File: config.mk
export PLATFORM = sky130hd
export DESIGN_NAME = serial_adder
export DESIGN_NICKNAME = d
export VERILOG_FILES = /design/src/rtl/serial_adder.sv
export SDC_FILE = /design/constraint.sdc
export NUM_CORES = 1
export LEC_CHECK = 0
export CAP_MARGIN = 15
export CELL_PAD_IN_SITES_DETAIL_PLACEMENT = 1
export CELL_PAD_IN_SITES_GLOBAL_PLACEMENT = 2
export CORE_MARGIN = 3
export CORE_UTILIZATION = 27
export DETAILED_ROUTE_END_ITERATION = 8
export GPL_TIMING_DRIVEN = 0
export PLACE_DENSITY_LB_ADDON = 0.1
export SYNTH_ARGS = -nofsm -noshare
export SYNTH_HDL_FRONTEND = slang
export SYNTH_SLANG_ARGS = --single-unit
export TNS_END_PERCENT = 100
File: constraint.sdc
create_clock -name clk -period 1.3 [get_ports clk]
set_input_delay 0.195 -clock clk [delete_from_list [all_inputs] [get_ports clk]]
set_output_delay 0.195 -clock clk [all_outputs]
set_load 0.02 [all_outputs]
File: src/rtl/serial_adder.sv
// -----------------------------------------------------------------------------
// serial_adder
//
// Bit-serial adder/subtractor. An accepted start latches the operands and the
// initial carry, then one result bit is produced per clock, LSB first. After
// WIDTH bits the full result and the final carry are published on sum/cout
// and done pulses for one cycle.
//
// Handshake: start is a request that is taken on any rising edge where the
// block is IDLE or DONE (rst_n high). There is no backpressure; a start seen
// while busy is dropped silently. done is a one-cycle pulse, and sum/cout stay
// valid from that pulse until the next completion.
//
// Ports
//   clk    in   clock, rising edge
//   rst_n  in   synchronous active-low reset
//   start  in   begin an operation (sampled only when accepting)
//   sub    in   0 = add, 1 = subtract (sampled with start)
//   a, b   in   WIDTH-bit operands (sampled with start)
//   cin    in   carry-in for add mode (ignored when sub = 1)
//   busy   out  high while bits are being processed
//   done   out  one-cycle completion pulse
//   sum    out  result of the last completed operation
//   cout   out  final carry of the last completed operation
//                (in subtract mode 1 = no borrow)
// -----------------------------------------------------------------------------
module serial_adder #(
  parameter int WIDTH = 8
) (
  input  logic             clk,
  input  logic             rst_n,
  input  logic             start,
  input  logic             sub,
  input  logic [WIDTH-1:0] a,
  input  logic [WIDTH-1:0] b,
  input  logic             cin,
  output logic             busy,
  output logic             done,
  output logic [WIDTH-1:0] sum,
  output logic             cout
);

  localparam int CW = $clog2(WIDTH);

  typedef enum logic [1:0] {
    IDLE = 2'd0,
    RUN  = 2'd1,
    DONE = 2'd2
  } state_t;

  state_t           state;
  state_t           state_next;

  logic [WIDTH-1:0] a_reg;
  logic [WIDTH-1:0] b_reg;   // holds b' (already inverted for subtract)
  logic [WIDTH-1:0] res_reg;
  logic             carry;
  logic [CW-1:0]    cnt;

  logic             accept;
  logic             last_bit;
  logic             s_bit;
  logic             c_next;

  assign last_bit = (cnt == CW'(WIDTH - 1));

  // One full-adder slice on the current LSBs of the shifting operands.
  assign s_bit  = a_reg[0] ^ b_reg[0] ^ carry;
  assign c_next = (a_reg[0] & b_reg[0]) | (a_reg[0] & carry) | (b_reg[0] & carry);

  // State register
  always_ff @(posedge clk) begin
    if (!rst_n) begin
      state <= IDLE;
    end else begin
      state <= state_next;
    end
  end

  // Next-state and outputs
  always_comb begin
    state_next = state;
    accept     = 1'b0;
    busy       = 1'b0;
    done       = 1'b0;
    case (state)
      IDLE: begin
        if (start) begin
          accept     = 1'b1;
          state_next = RUN;
        end
      end
      RUN: begin
        busy = 1'b1;
        if (last_bit) begin
          state_next = DONE;
        end
      end
      DONE: begin
        done = 1'b1;
        if (start) begin
          accept     = 1'b1;
          state_next = RUN;
        end else begin
          state_next = IDLE;
        end
      end
      default: begin
        state_next = IDLE;
      end
    endcase
  end

  // Datapath
  always_ff @(posedge clk) begin
    if (!rst_n) begin
      a_reg   <= '0;
      b_reg   <= '0;
      res_reg <= '0;
      carry   <= 1'b0;
      cnt     <= '0;
      sum     <= '0;
      cout    <= 1'b0;
    end else if (accept) begin
      a_reg <= a;
      b_reg <= sub ? ~b : b;
      // Subtraction is a + ~b + 1, so the carry starts at 1.
      carry <= sub ? 1'b1 : cin;
      cnt   <= '0;
    end else if (state == RUN) begin
      a_reg   <= a_reg >> 1;
      b_reg   <= b_reg >> 1;
      carry   <= c_next;
      // Result bits enter from the MSB side so bit 0 ends up at the LSB
      // after WIDTH shifts.
      res_reg <= {s_bit, res_reg[WIDTH-1:1]};
      if (last_bit) begin
        sum  <= {s_bit, res_reg[WIDTH-1:1]};
        cout <= c_next;
      end else begin
        cnt <= cnt + 1'b1;
      end
    end
  end

endmodule

# Word level (Yosys, flattened, before mapping)
# Cells that the tools add are included.
# word_totals
output_inout_bits	11
reg_bits	39
in_bits	21
wordCells	49
# op_classes
n_reduce_logical	8
muxes	16
addsub	1
n_eq_ne	5
bitwise_logic	11
# op_table
op	count
$mux 8	5
$mux 1	8
$not 8->8	1
$pmux 2 s3	1
$reduce_and 2->1	3
$mux 2	2
$ne 2x2->1 const B	2
$reduce_or 2->1	2
$add 3x1->3 const B	1
$and 1x1->1	3
$eq 3x3->1 const B	1
$not 1->1	3
$reduce_and 3->1	1
$eq 2x1->1 const B	1
$eq 2x2->1 const B	1
$logic_not 2->1	1
$or 1x1->1	2
$reduce_bool 2->1	1
$xor 1x1->1	2

# Logic depth before layout (Yosys ltp)
# logic_depth
word_depth	5
depth_mapped	6
depth_no_buf	5

# Worst setup path before layout
# Ideal clock, no wire load.
# synth_path
kind	flip-flop to flip-flop
start	register cnt[0]
end	register cnt[2]
stages_incl_launch_ff	6
setup_ps	70
slack_ps	42
required_ps	1230
n_path_buf	1
synth_period_minus_slack_ps	1258
t_arrival_ps	1189
path_cell_list	dfxtp_1 -> ha_1 -> ha_1 -> buf_1 -> o21ai_0 -> a21oi_1
# synth_via
elab_chain_cells	3
word_cells_on_any_way	4
classes_between	add/sub: 1; eq/ne: 1; bitwise: 1; reduce/logical: 1
# synth_rtl
element	line	text
start, declared	58	logic [CW-1:0] cnt;
start signal, assigned	141	cnt <= cnt + 1'b1;
parallel branches: the longest is 3 deep, another holds $add 3x1->3	--	
# Parallel ways; which one is timed is not known.
# A chain may end at the register's enable or synchronous reset.

# Worst setup path in the final report
# layout_path
start	register state[1]
end	output busy
# layout_via
elab_chain_cells	2
# layout_rtl
element	line	text
start, declared	51	state_t state;
start signal, assigned	76	state <= state_next;
$eq 2x1->1	86	case (state)
$mux 1	86	
end, declared	37	output logic busy,
# Every way passes these cells.

==> flow_metrics.py <==
metrics = {
    "die": {
        "die_area_um2": 6930,
        "fp-row-count": 27,
        "num_io_pins": 32,
        "core_um2": 5640,
        "fp.dieW_um": 83.3,
        "start_util_pct": 28.6,
        "dieHeight_um": 83.3,
    },
    "place": {
        "dp_hpwl_um": 3060,
        "gp_congestion": 0.715,
        "pre_cts_slack_ns": -0.421,
        "portBuffers": 30,
    },
    "pwr": {
        "peakVddDrop_mv": 0.414,
        "leakage_uw": 0.000883,
        "finalPower_uw": 2700,
        "powerDensity_nw_per_um2": 1170,
    },
    "synthesis": {
        "netlist_area_um2": 1610,
        "syn_area_per_cell_um2": 8.57,
        "async_flop_share_pct": 0,
        "synth_edf_count": 0,
        "synthDistinctLibCells": 28,
        "yosysWarnings": 0,
        "yosys.area.top_type": "dfxtp_1",
        "yosys-top-cells-count": "nand2_1, dfxtp_1, a21oi_1, nand3_1, o21ai_0",
        "synthFlopType": "dfxtp_1",
        "yosysTopAreaCellShare_pct": 47.2,
        "synth_seq_area_share_pct": 47.2,
        "yosysMostFrequentCell": "nand2_1",
        "synth_fp_nets": 212,
        "synth_area_leaders": "dfxtp_1, nand2_1, a21oi_1",
        "postSynthCellCount": 188,
        "ys_ff_latch": 38,
    },
    "routing": {
        "routed_wl_um": 4700,
        "first_iter_violations": 37,
        "viasPerCell": 4.81,
        "drc_errors": 0,
        "drtAntennaViolNets": 0,
        "first_pass_iters": 4,
        "dr_total_vias": 1476,
        "avgRoutedWirePerCell_um": 15.3,
    },
    "worst_setup_path": {
        "cp.required_ns": 1.11,
        "path_class": "reg -> out",
        "end_kind": "output port",
        "crit_path_start_kind": "flip-flop",
        "crit_path_max_fanout": 4,
        "worstPathArrival_ns": 1.17,
        "r2r_slack_ns": -0.04,
    },
    "grt": {
        "grt_max_degree": 13,
        "grt_use_total_pct": 13.3,
        "grt.overflow.total": 0,
        "grt_pass1_wl_um": 7370,
        "grt_pass1_vias": 1446,
        "antenna_found_initial": 0,
    },
    "final_layout": {
        "seq_area_um2": 771,
        "nFillCells": 660,
        "drive_gt1_share_pct": 20.9,
        "multi_input_area_um2": 800,
        "antenna-diode-count": 0,
        "synthToLayoutAreaGrowth_pct": 42.9,
        "nets": 258,
    },
    "timing": {
        "maxSlewViolCount": 0,
        "layout_setup_ws_ns": -0.0630,
        "setup_viol": 5,
        "fmax_mhz": 734,
        "slew_headroom_pct": 63.4,
        "finalHoldViolCount": 0,
        "period_share_pct": 105,
        "period_needed_ns": 1.36,
        "rsz0062_at_grt": "yes",
        "finClkSkew_ns": 0.00686,
        "tightestPinTransition_ns": 0.548,
    },
    "run": {
        "drv_cap": 0,
    },
    "cts": {
        "cts_num_sinks": 38,
        "cts_hold_buffers": 0,
        "clk_pin_slew_ns": 0.08,
        "ctsRootBufferMaster": "clkbuf_8",
        "htree_levels": 2,
        "cts_tree": "yes",
        "clk_latency_ns": 0.29,
        "numCtsBuffers": 5,
        "clockBufferDepth": 2,
    },
    "run_status": {
        "outcome": "complete, but fails checks",
        "violations": "negative setup slack",
    },
    "min_path": {
        "hp-class": "in -> reg",
    },
}
==> stage by stage <==
step	cells	setup TNS [ns]	area [µm²]	hold WS [ns]	util, %
6_report	307	-0.157	2300	0.313	40.8
5_1_grt	307	-1.25	2300	0.338	40.8
4_1_cts	301	-0.343	2150	0.311	38.1
3_5_place_dp	290	-8.15	2000	0.450	35.5
3_3_place_gp	290	-7.33	2000	0.441	35.5
2_1_floorplan	188	0	1610	0.333	-
==> routing by layer <==
metal  vias to the layer above  GRT usage (%)  routed length [µm]
met2                        26           23.2                2360
met5                         -              0                   0
li1                        734              -                   -
met3                         6           3.47                 149
met1                       710           15.9                2130
met4                         0           4.46                  53
==> cells in the final DEF (no fill, tap or decap), types with 2 or more instances in the layout <==
master           count
ha_4                 2
clkinv_2             2
xor2_1               8
o22ai_1              3
dfxtp_2              2
clkbuf_8             5
buf_4               13
nand3_1             16
clkbuf_16            2
clkbuf_4             2
a22oi_2              2
a21oi_1             22
o21ai_0              8
a22oi_1              3
nand2_1             40
dfxtp_4              2
buf_8                4
nor3_2               3
clkdlybuf4s50_1     18
nor3_1               4
dlygate4sd2_1        9
a21oi_2              2
a31oi_1              7
dfxtp_1             34
nor2_1               3
==> critical path, stage by stage, from the launching register on <==
cell,delay [ns]
dfxtp_4,0.37
nand2b_4,0.13
buf_8,0.12
inv_8,0.03
buf_8,0.11
buf_6,0.12
==> worst paths after layout <==
kind,start,endpoint,cells after the start
setup / recovery,state[1],busy,5
hold / removal,sub,b_reg[7],4
setup reg to reg,state[1],b_reg[6],7
hold reg to reg,sum[1],sum[1],2
==> power breakdown <==
part	total (µW)	switching, µW	internal (µW)
registers	1260	40.1	1220
clock network	1010	441	565
logic	434	211	224
total	2700	692	2010
==> area by class of cell <==
type                    count  share of cell area [%]
well taps                  72                    3.91
inverters                   2                   0.652
clock buffers               5                    2.99
flip-flops and latches     38                    33.5
plain buffers              13                    5.27
multi-input cells         134                    34.7
repair buffers             40                    17.3
clock inverters             3                    1.74
==> logic make-up (layout without fill, tap and decap cells) <==
family / after synthesis / in the layout / synth area share (%)
AO/OA/AOI/OAI: 48 / 48 / 17.1
XOR/XNOR: 9 / 9 / 4.89
adder cells (fa/ha/maj): 3 / 3 / 2.79
buffers and inverters: 16 / 63 / 7.14
multiplexers: 1 / 1 / 0.621
AND/OR/NAND/NOR: 73 / 73 / 20.3
flip-flops: 38 / 38 / 47.2
==> repair_timing <==
item / 4_1_cts / 5_1_grt
cloned: 0 / 2
hold endpoints to repair: 0 / 0
pin swaps: 1 / 5
resized for setup: 25 / 24
setup endpoints to repair: 26 / 35
setup buffers: 3 / 5
Power figures use the tool's default switching activity.
